--- config.mk ---
export PLATFORM = sky130hd
export DESIGN_NAME = dcache
export DESIGN_NICKNAME = d
export VERILOG_FILES = /design/src/rtl/dcache_pkg.sv /design/src/rtl/dcache_line_array.sv /design/src/rtl/dcache.sv
export SDC_FILE = /design/constraint.sdc
export NUM_CORES = 2
export LEC_CHECK = 0
export BUFFER_PORTS_ARGS = -buffer_cell sky130_fd_sc_hd__buf_2
export CAP_MARGIN = 10
export CORE_MARGIN = 2
export CORE_UTILIZATION = 55
export DETAILED_ROUTE_END_ITERATION = 10
export PLACE_DENSITY = 0.72
export SYNTH_ARGS = -nofsm -noshare
export SYNTH_HDL_FRONTEND = slang
export SYNTH_HIERARCHICAL = 1
export SYNTH_MEMORY_MAX_BITS = 65536
export SYNTH_SLANG_ARGS = --single-unit
--- constraint.sdc ---
create_clock -name clk -period 5.5 [get_ports clk]
set_input_delay 0.55 -clock clk [delete_from_list [all_inputs] [get_ports clk]]
set_output_delay 0.55 -clock clk [all_outputs]
set_load 0.005 [all_outputs]
--- src/rtl/dcache_pkg.sv ---
// Shared types for the data cache: controller states and line geometry.
// Imported by dcache and dcache_line_array.
package rv32i_types;

  typedef enum logic [1:0] {
    IDLE,
    COMPARE,
    WRITEBACK,
    ALLOCATE
  } dcache_state_t;

  localparam int DCACHE_LINE_BYTES = 32;
  localparam int DCACHE_LINE_BITS  = 256;

endpackage

--- src/rtl/dcache_line_array.sv ---
// Flop-based line store: valid/dirty/tag/data per set, one comb read port.
// Ports: idx selects set; fill_* writes a whole line; merge_* writes bytes of a word.
module dcache_line_array
  import rv32i_types::*;
#(
  parameter int SETS  = 16,
  parameter int TAG_W = 23
) (
  input  logic                        clk,
  input  logic                        rst,
  input  logic [$clog2(SETS)-1:0]     idx,
  output logic                        rd_valid,
  output logic                        rd_dirty,
  output logic [TAG_W-1:0]            rd_tag,
  output logic [DCACHE_LINE_BITS-1:0] rd_line,
  input  logic                        fill_en,
  input  logic [TAG_W-1:0]            fill_tag,
  input  logic [DCACHE_LINE_BITS-1:0] fill_line,
  input  logic                        merge_en,
  input  logic [2:0]                  merge_word,
  input  logic [3:0]                  merge_mask,
  input  logic [31:0]                 merge_data,
  input  logic                        clean_en
);

  logic [SETS-1:0]             valid_q;
  logic [SETS-1:0]             dirty_q;
  logic [TAG_W-1:0]            tag_q  [SETS];
  logic [DCACHE_LINE_BITS-1:0] data_q [SETS];

  assign rd_valid = valid_q[idx];
  assign rd_dirty = dirty_q[idx];
  assign rd_tag   = tag_q[idx];
  assign rd_line  = data_q[idx];

  always_ff @(posedge clk) begin
    if (rst) begin
      valid_q <= '0;
      dirty_q <= '0;
    end else if (fill_en) begin
      valid_q[idx] <= 1'b1;
      dirty_q[idx] <= 1'b0;
    end else if (merge_en) begin
      dirty_q[idx] <= 1'b1;
    end else if (clean_en) begin
      dirty_q[idx] <= 1'b0;
    end
  end

  // Tags and data carry no reset; valid gates their use.
  always_ff @(posedge clk) begin
    if (fill_en) begin
      tag_q[idx]  <= fill_tag;
      data_q[idx] <= fill_line;
    end else if (merge_en) begin
      for (int b = 0; b < 4; b++) begin
        if (merge_mask[b]) begin
          data_q[idx][{merge_word, b[1:0], 3'b000} +: 8] <=
            merge_data[8*b +: 8];
        end
      end
    end
  end

endmodule

--- src/rtl/dcache.sv ---
// Blocking direct-mapped write-back data cache between the LSU and memory.
// Ports: dmem_* request/response from the core; mem_* line fill/writeback.
module dcache
  import rv32i_types::*;
#(
  parameter int SETS = 16
) (
  input  logic                        clk,
  input  logic                        rst,
  input  logic [31:0]                 dmem_addr,
  input  logic [3:0]                  dmem_rmask,
  input  logic [3:0]                  dmem_wmask,
  input  logic [31:0]                 dmem_wdata,
  output logic [31:0]                 dmem_rdata,
  output logic                        dmem_resp,
  output logic [31:0]                 mem_addr,
  output logic                        mem_read,
  output logic                        mem_write,
  output logic [DCACHE_LINE_BITS-1:0] mem_wdata,
  input  logic [DCACHE_LINE_BITS-1:0] mem_rdata,
  input  logic                        mem_resp
);

  localparam int IW = $clog2(SETS);
  localparam int TW = 32 - 5 - IW;

  dcache_state_t state, state_n;

  logic [31:2] req_addr;
  logic [3:0]  req_rmask;
  logic [3:0]  req_wmask;
  logic [31:0] req_wdata;

  logic [IW-1:0] req_idx;
  logic [TW-1:0] req_tag;
  logic [2:0]    req_word;

  logic                        rd_valid;
  logic                        rd_dirty;
  logic [TW-1:0]               rd_tag;
  logic [DCACHE_LINE_BITS-1:0] rd_line;

  logic is_req, accept, hit;
  logic fill_en, merge_en, clean_en;

  logic unused_ok;
  assign unused_ok = &{1'b0, dmem_addr[1:0], req_rmask};

  assign req_idx  = req_addr[5+IW-1:5];
  assign req_tag  = req_addr[31:5+IW];
  assign req_word = req_addr[4:2];

  assign is_req = (|dmem_rmask) | (|dmem_wmask);
  assign hit    = rd_valid && (rd_tag == req_tag);

  dcache_line_array #(
    .SETS  (SETS),
    .TAG_W (TW)
  ) u_array (
    .clk        (clk),
    .rst        (rst),
    .idx        (req_idx),
    .rd_valid   (rd_valid),
    .rd_dirty   (rd_dirty),
    .rd_tag     (rd_tag),
    .rd_line    (rd_line),
    .fill_en    (fill_en),
    .fill_tag   (req_tag),
    .fill_line  (mem_rdata),
    .merge_en   (merge_en),
    .merge_word (req_word),
    .merge_mask (req_wmask),
    .merge_data (req_wdata),
    .clean_en   (clean_en)
  );

  always_ff @(posedge clk) begin
    if (rst) state <= IDLE;
    else     state <= state_n;
  end

  always_ff @(posedge clk) begin
    if (rst) begin
      req_addr  <= '0;
      req_rmask <= '0;
      req_wmask <= '0;
      req_wdata <= '0;
    end else if (accept) begin
      req_addr  <= dmem_addr[31:2];
      req_rmask <= dmem_rmask;
      req_wmask <= dmem_wmask;
      req_wdata <= dmem_wdata;
    end
  end

  always_comb begin
    state_n    = state;
    accept     = 1'b0;
    dmem_resp  = 1'b0;
    dmem_rdata = '0;
    fill_en    = 1'b0;
    merge_en   = 1'b0;
    clean_en   = 1'b0;
    mem_read   = 1'b0;
    mem_write  = 1'b0;
    mem_addr   = '0;
    mem_wdata  = '0;
    unique case (state)
      IDLE: begin
        if (is_req) begin
          accept  = 1'b1;
          state_n = COMPARE;
        end
      end
      COMPARE: begin
        if (hit) begin
          // Pre-merge word is returned even when a store is merged.
          dmem_resp  = 1'b1;
          dmem_rdata = rd_line[{req_word, 5'b00000} +: 32];
          merge_en   = |req_wmask;
          accept     = is_req;
          state_n    = is_req ? COMPARE : IDLE;
        end else begin
          state_n = rd_dirty ? WRITEBACK : ALLOCATE;
        end
      end
      WRITEBACK: begin
        mem_write = 1'b1;
        mem_addr  = {rd_tag, req_idx, 5'b00000};
        mem_wdata = rd_line;
        if (mem_resp) begin
          clean_en = 1'b1;
          state_n  = ALLOCATE;
        end
      end
      ALLOCATE: begin
        mem_read = 1'b1;
        mem_addr = {req_tag, req_idx, 5'b00000};
        if (mem_resp) begin
          fill_en = 1'b1;
          state_n = COMPARE;
        end
      end
      default: state_n = IDLE;
    endcase
  end

endmodule
# == Yosys cells after proc, flatten, opt, wreduce, memory -nomap -nowiden ==
# Memories as Yosys holds them, arrays and structs flattened. A register that Yosys moved wholly into a read port is not among the register bits.
# Index checks and enable logic that the tools add are counted.
# word_totals
rom_bits,0
ramBits,4464
register_bits,100
latchBits,0
output_inout_bits,323
n_memories,2
elab_cells,2145
# classes
div_mod_pow,0
shifts,9
n_reduce_logical,8
multipliers,0
n_bitwise,1029
eq_ne,7
add_sub_neg,4
muxes,1078
magnitude_cmp,2
# memory_table
name,depth,word_bits,rd,rd_ports_with_merged_regs,wr,line,text
u_array.data_q,16,256,1,1,1,dcache_line_array.sv:29,logic [DCACHE_LINE_BITS-1:0] data_q [SETS];
u_array.tag_q,16,23,1,1,1,dcache_line_array.sv:28,logic [TAG_W-1:0] tag_q [SETS];
# op_table
op,count
2-to-1 mux 256 bit,5
2-to-1 mux 1 bit,1054
OR 1 bit,1025
"variable shift 8 x 10 -> 256 bit, first input constant",4
variable part select 8 x 10 -> 256 bit,4
variable part select 256 x 9 -> 32 bit,1
2-to-1 mux 32 bit,2
case mux 32 bit (2 select lines),1
2-to-1 mux 16 bit,3
negation 8 -> 10 bit,4
OR 16 bit,2
equality test 23 bit,1
AND 16 bit,1
2-to-1 mux 4 bit,4
inverter 16 bit,1
OR reduction 4 bit,3
binary-select mux 1 bit (select 4 bit),2
2-to-1 mux 2 bit,4
case mux 2 bit (4 select lines),1
"!= test 2 bit, second input constant",3
"< comparator 4 x 5 -> 1 bit, second input constant",1
demux 1 bit (select 4 bit),1
"equality test 2 bit, second input constant",2
">= comparator 4 x 1 -> 1 bit, second input constant",1
other kinds (6),7

# == Logic depth before layout (Yosys ltp) ==
# depth
word_depth,12
mapped_depth,20

# == Hierarchy ==
# Netlist, hierarchy kept.
# modules_own_cells
mod,seq_area_each_um2,area_per_inst_um2,cells_each,n_inst
dcache_line_array,134689.2,174867.7,8154,1
dcache,1361.3,7423.4,826,1

# == Least setup slack after synthesis ==
# No wires, ideal clock.
# synth_timing
path_type,reg-to-reg
startpoint,register req_addr[5] (netlist bit)
endpoint,memory u_array.data_q[0][8] (data pin)
t_arrival_ns,4.734
path_buffers,8
setup_time_ns,0.330
synth_period_minus_slack_ns,5.065
slack_ns,0.435
required_ns,5.170
path_stages_with_launch,19
cell_sequence,dfxtp_1 -> buf_2 -> clkbuf_1 -> buf_2 -> mux4_2 -> a22oi_1 -> nand2_1 -> xnor2_1 -> nand4_1 -> or4_1 -> clkbuf_1 -> or3_1 -> buf_4 -> nor2_1 -> buf_2 -> buf_2 -> nand4b_1 -> clkbuf_1 -> o21ai_0
# synth_between
elab_chain_cells,12
elab_cells_between_ends,21
classes_between,mux: 20; reduce/logical: 1
# synth_lines
item,line,text
"start, declared",dcache.sv:29,logic [31:2] req_addr;
"start signal, assigned",dcache.sv:89,req_addr <= dmem_addr[31:2];
binary-select mux 1 bit (select 4 bit) (*),dcache_line_array.sv:31,assign rd_valid = valid_q[idx];
2-to-1 mux 1 bit (not written as such) (*),dcache_line_array.sv:31,
logical AND 1 bit (*),dcache.sv:54,assign hit = rd_valid && (rd_tag == req_tag);
2-to-1 mux 1 bit (*),dcache.sv:116,if (hit) begin
2-to-1 mux 1 bit (*),dcache.sv:108,unique case (state)
named net merge_en,dcache.sv:44,"logic fill_en, merge_en, clean_en;"
2-to-1 mux 1 bit,dcache_line_array.sv:55,end else if (merge_en) begin
2-to-1 mux 1 bit,dcache_line_array.sv:52,if (fill_en) begin
2-to-1 mux 256 bit (not written as such),dcache_line_array.sv:58,"data_q[idx][{merge_word, b[1:0], 3'b000} +: 8] <="
2-to-1 mux 1 bit (no line) (3 in a row),n/a,
2-to-1 mux 1 bit (no line) (*),n/a,
"end, declared",dcache_line_array.sv:29,
# The timed path passes the listed nets; every way through them passes the cells marked *. The select of a mux whose other input is x is not followed.

# == Worst setup path after layout ==
# layout_timing
startpoint,register req_addr[8] (netlist bit)
endpoint,output dmem_rdata[27]
# layout_between
elab_chain_cells,5
# layout_lines
item,line,text
binary-select mux 1 bit (select 4 bit),dcache_line_array.sv:31,
2-to-1 mux 1 bit (not written as such),dcache_line_array.sv:31,
logical AND 1 bit,dcache.sv:54,
2-to-1 mux 32 bit,dcache.sv:116,
2-to-1 mux 32 bit,dcache.sv:108,
"end, declared",dcache.sv:14,"output logic [31:0] dmem_rdata,"
# Every way passes these cells. The select of a mux whose other input is x is not followed.

==> run_results.csv <==
group,metric,value,unit
worst_hold_path,hold_start,"dmem_wdata[10]",
worst_hold_path,hold_path.class,"input pin to flop",
synth,yosysMostFrequentCell,"edfxtp_1",
grt,grt_pass1_wl,800000,µm
floorplanning,die_area,336000,µm²
floorplanning,io-pin-count,654,
worst_setup_path,cp-start-kind,"flop",
route,wl_met1,196000,µm
worst_setup_path,reg2reg_from,"req_addr[8]",
timing,finalHoldWorstSlack,0.0620,ns
placed_design,dp_hpwl,392000,µm
timing,finalCritPeriodShare,1.02,
worst_setup_path,cp_slowest_cell,"mux4_2",
worst_setup_path,critPathLaunch,"req_addr[8]",
route,vias,104206,
synth,syn-cell-area,182000,µm²
synth,post-synth-top-area-fraction,0.735,
floorplanning,coreArea,330000,µm²
status,failed_checks,"setup timing",
worst_setup_path,path_buf_inv,3,
floorplanning,start_util,0.552,
synth,yosysTopAreaCell,"edfxtp_1",
synth,synth-seq-cells,4564,
route,drt-pass1-iter-count,8,
cts,cts_buffer_depth,4,
route,route.met3.wl,87500,µm
worst_setup_path,critPathMaxStageDelay,0.57,ns
route,routedWlPerCell,37.9,µm
worst_setup_path,worstPathRequired,4.95,ns
route,totalWireLength,589000,µm
route,detail-route-antenna-nets,0,
placed_design,gp_congestion,0.955,
job,cap_viol_max_count,0,
power,leakage,70.9,nW
timing,finalSetupTns,-0.432,ns
cts,clk_latency,1.02,ns
timing,finalSetupViolations,13,
grt,grt_remaining_overflow,0,
status,status,"finished, violations left",
worst_setup_path,crit_family,"simple AND/OR/NAND/NOR gates",
synth,seq_area_frac_synth,0.746,
floorplanning,die-height,580,µm
placed_design,port_buffers,646,
power,peakVddDrop,0.285,mV
route,vias_per_cell,6.71,
timing,slew_violations,0,
cts,htreeDepth,5,
synth,synth.distinct_cells,58,
grt,grt_usage,0.346,
timing,hold_violations,0,
worst_setup_path,critical_path_class,"flop to output pin",
timing,min_period,5.58,ns
placed_design,dp_slack,-0.358,ns
worst_setup_path,cp_max_fo,82,
power,pwr_density_cell,380,nW/µm²
floorplanning,dieWidth,580,µm
timing,relSlewSlack,0.0363,
grt,antenna_found_initial,140,
grt,grt_pass1_vias,101161,
timing,fmax,179,MHz
cts,cts_tree,"yes",
synth,synth-warning-count,6,
timing,fin_ws,-0.0849,ns
synth,synth_edf_count,4464,
timing,worst_pin_slew,1.45,ns
timing,rsz0062_at_grt,"true",
final_layout,nets,11042,
final_layout,utilization,0.651,
cts,cts.sinks,4564,
worst_setup_path,path_cells,"and2_4, buf_6, buf_12, a22oi_1, nand2_1, mux4_2, mux2i_2, nor2_4, buf_2",
cts,clockRootBuffer,"clkbuf_16",
timing,fin_skew,0.0991,ns
final_layout,final_layout_size_suffix_gt1_frac,0.363,
synth,avgSynthCellArea,20.3,µm²
final_layout,area_growth,17.9,%
route,drtIter0Drc,17025,
cts,cts_buffers,441,
route,drc,0,
cts,path_clk_slew,0.07,ns
synth,async_reset_ff_frac,0,
synth,syn_inst,8980,
synth,synth_area_leaders,"edfxtp_1 74%, mux4_2 15%, a22oi_1 2.3%",
worst_setup_path,cp.arrival,5.03,ns
floorplanning,rows,211,
grt,grt_max_degree,129,
power,total_power,81.6,mW
route,routed.top_layer,"met5",
route,met2_length,259000,µm
synth,synthTopCellsByCount,"4464 x edfxtp_1, 1188 x mux4_2, 582 x nor2_1, 562 x a22oi_1, 376 x nand2_1",
worst_setup_path,crit_path_end_kind,"output pin",
synth,ys.flop_type,"edfxtp_1",
## where the power goes
part	leakage [nW]	switching [mW]	internal, mW	total, mW
combinational	23.0	8.33	4.48	12.8
clock	6.94	13.1	16.9	30.0
sequential	41.0	0.378	38.4	38.8
total	70.9	21.8	59.8	81.6
## area by class of cell
cell class / count / area (µm²)
repair buffers: 1886 / 15000
fillers: 21263 / 115000
diodes: 104 / 260
multi-input cells: 3798 / 43900
flip-flops and latches: 4564 / 136000
clock inverters: 252 / 2490
inverters: 9 / 33.8
well taps: 4366 / 5460
clock buffers: 557 / 11700
## logic make-up after synthesis
logic type / Yosys count / synth area share
flip-flops: 4564 / 0.746
AND/OR/NAND/NOR: 1542 / 0.0414
multiplexers: 1487 / 0.165
AO/OA/AOI/OAI: 730 / 0.0291
buffers and inverters: 622 / 0.0167
XOR/XNOR: 23 / 0.00111
adder cells (fa/ha/maj): 11 / 0.000755
other: 1 / 0.0000206
## state kept, by name, indices dropped and copies added, names as in the netlist, named ones only
signal           flops
u_array/tag_q      368
state                2
req_addr            30
u_array/valid_q     16
u_array/data_q    4096
req_wmask            4
req_wdata           32
## metrics by stage
stage / instance area, µm² / instances
floorplan: 182000 / 8984
global placement: 198000 / 14505
detailed placement: 198000 / 14505
CTS: 214000 / 15414
global route: 215000 / 15448
finish: 215000 / 15536
## metal layers
metal | vias to the layer above | GRT usage
met4 | 71 | 0.222
met2 | 8584 | 0.501
li1 | 40491 | -
met1 | 53592 | 0.447
met3 | 1468 | 0.125
met5 | - | 0
## worst paths after layout
| path | cells after the start | to | slack, ns |
|---|---|---|---|
| worst max register to register | 15 | u_array/data_q[3][225] | 0.18 |
| worst min register to register | 2 | u_array/valid_q[11] | 0.48 |
| worst max-delay path | 9 | dmem_rdata[27] | -0.08 |
| worst min-delay path | 3 | req_wdata[10] | 0.06 |
## layout by cell type, fill, tap and decap left out, types with 13 or more instances in the layout
master and n:
a21oi_1 49, a22o_1 39, a22oi_1 551, and2_1 322, and3_1 25, buf_12 95
buf_16 28, buf_2 646, buf_4 1018, bufbuf_16 16, bufinv_16 38, clkbuf_1 93
clkbuf_16 452, clkbuf_8 16, clkinv_1 71, clkinv_2 87, clkinvlp_4 21, dfxtp_1 93
diode_2 104, dlygate4sd3_1 64, edfxtp_1 4464, mux2_1 14, mux2_2 186, mux2i_1 97
mux4_2 1188, nand2_1 314, nand2_2 59, nand2b_1 132, nand4_1 13, nor2_1 562
nor2_4 19, nor2b_1 14, o21ai_0 20, o21ai_1 29, xnor2_1 15
## repair_timing
| action | 4_1_cts | 5_1_grt |
|---|---|---|
| gates cloned | 24 | 7 |
| hold buffers | 64 | 0 |
| resized for setup | 110 | 43 |
| endpoints found under the hold margin | 64 | 0 |
| pin swaps | 1 | 1 |
| setup buffers | 12 | 10 |
| endpoints found under the setup margin | 7082 | 23 |
## worst register-to-register path, cell delays in order, from the launching register on
cell,delay (ns)
dfxtp_2,0.44
nor2_4,0.51
buf_4,0.55
a22oi_1,0.28
nand2_1,0.24
nand4_1,0.20
or4_4,0.55
or3_4,0.47
nor2_2,0.18
buf_12,0.13
nor4bb_4,0.22
buf_4,0.23
buf_4,0.16
buf_12,0.11
nand2_1,0.27
a21bo_2,0.43
Power figures use the tool's default switching activity.
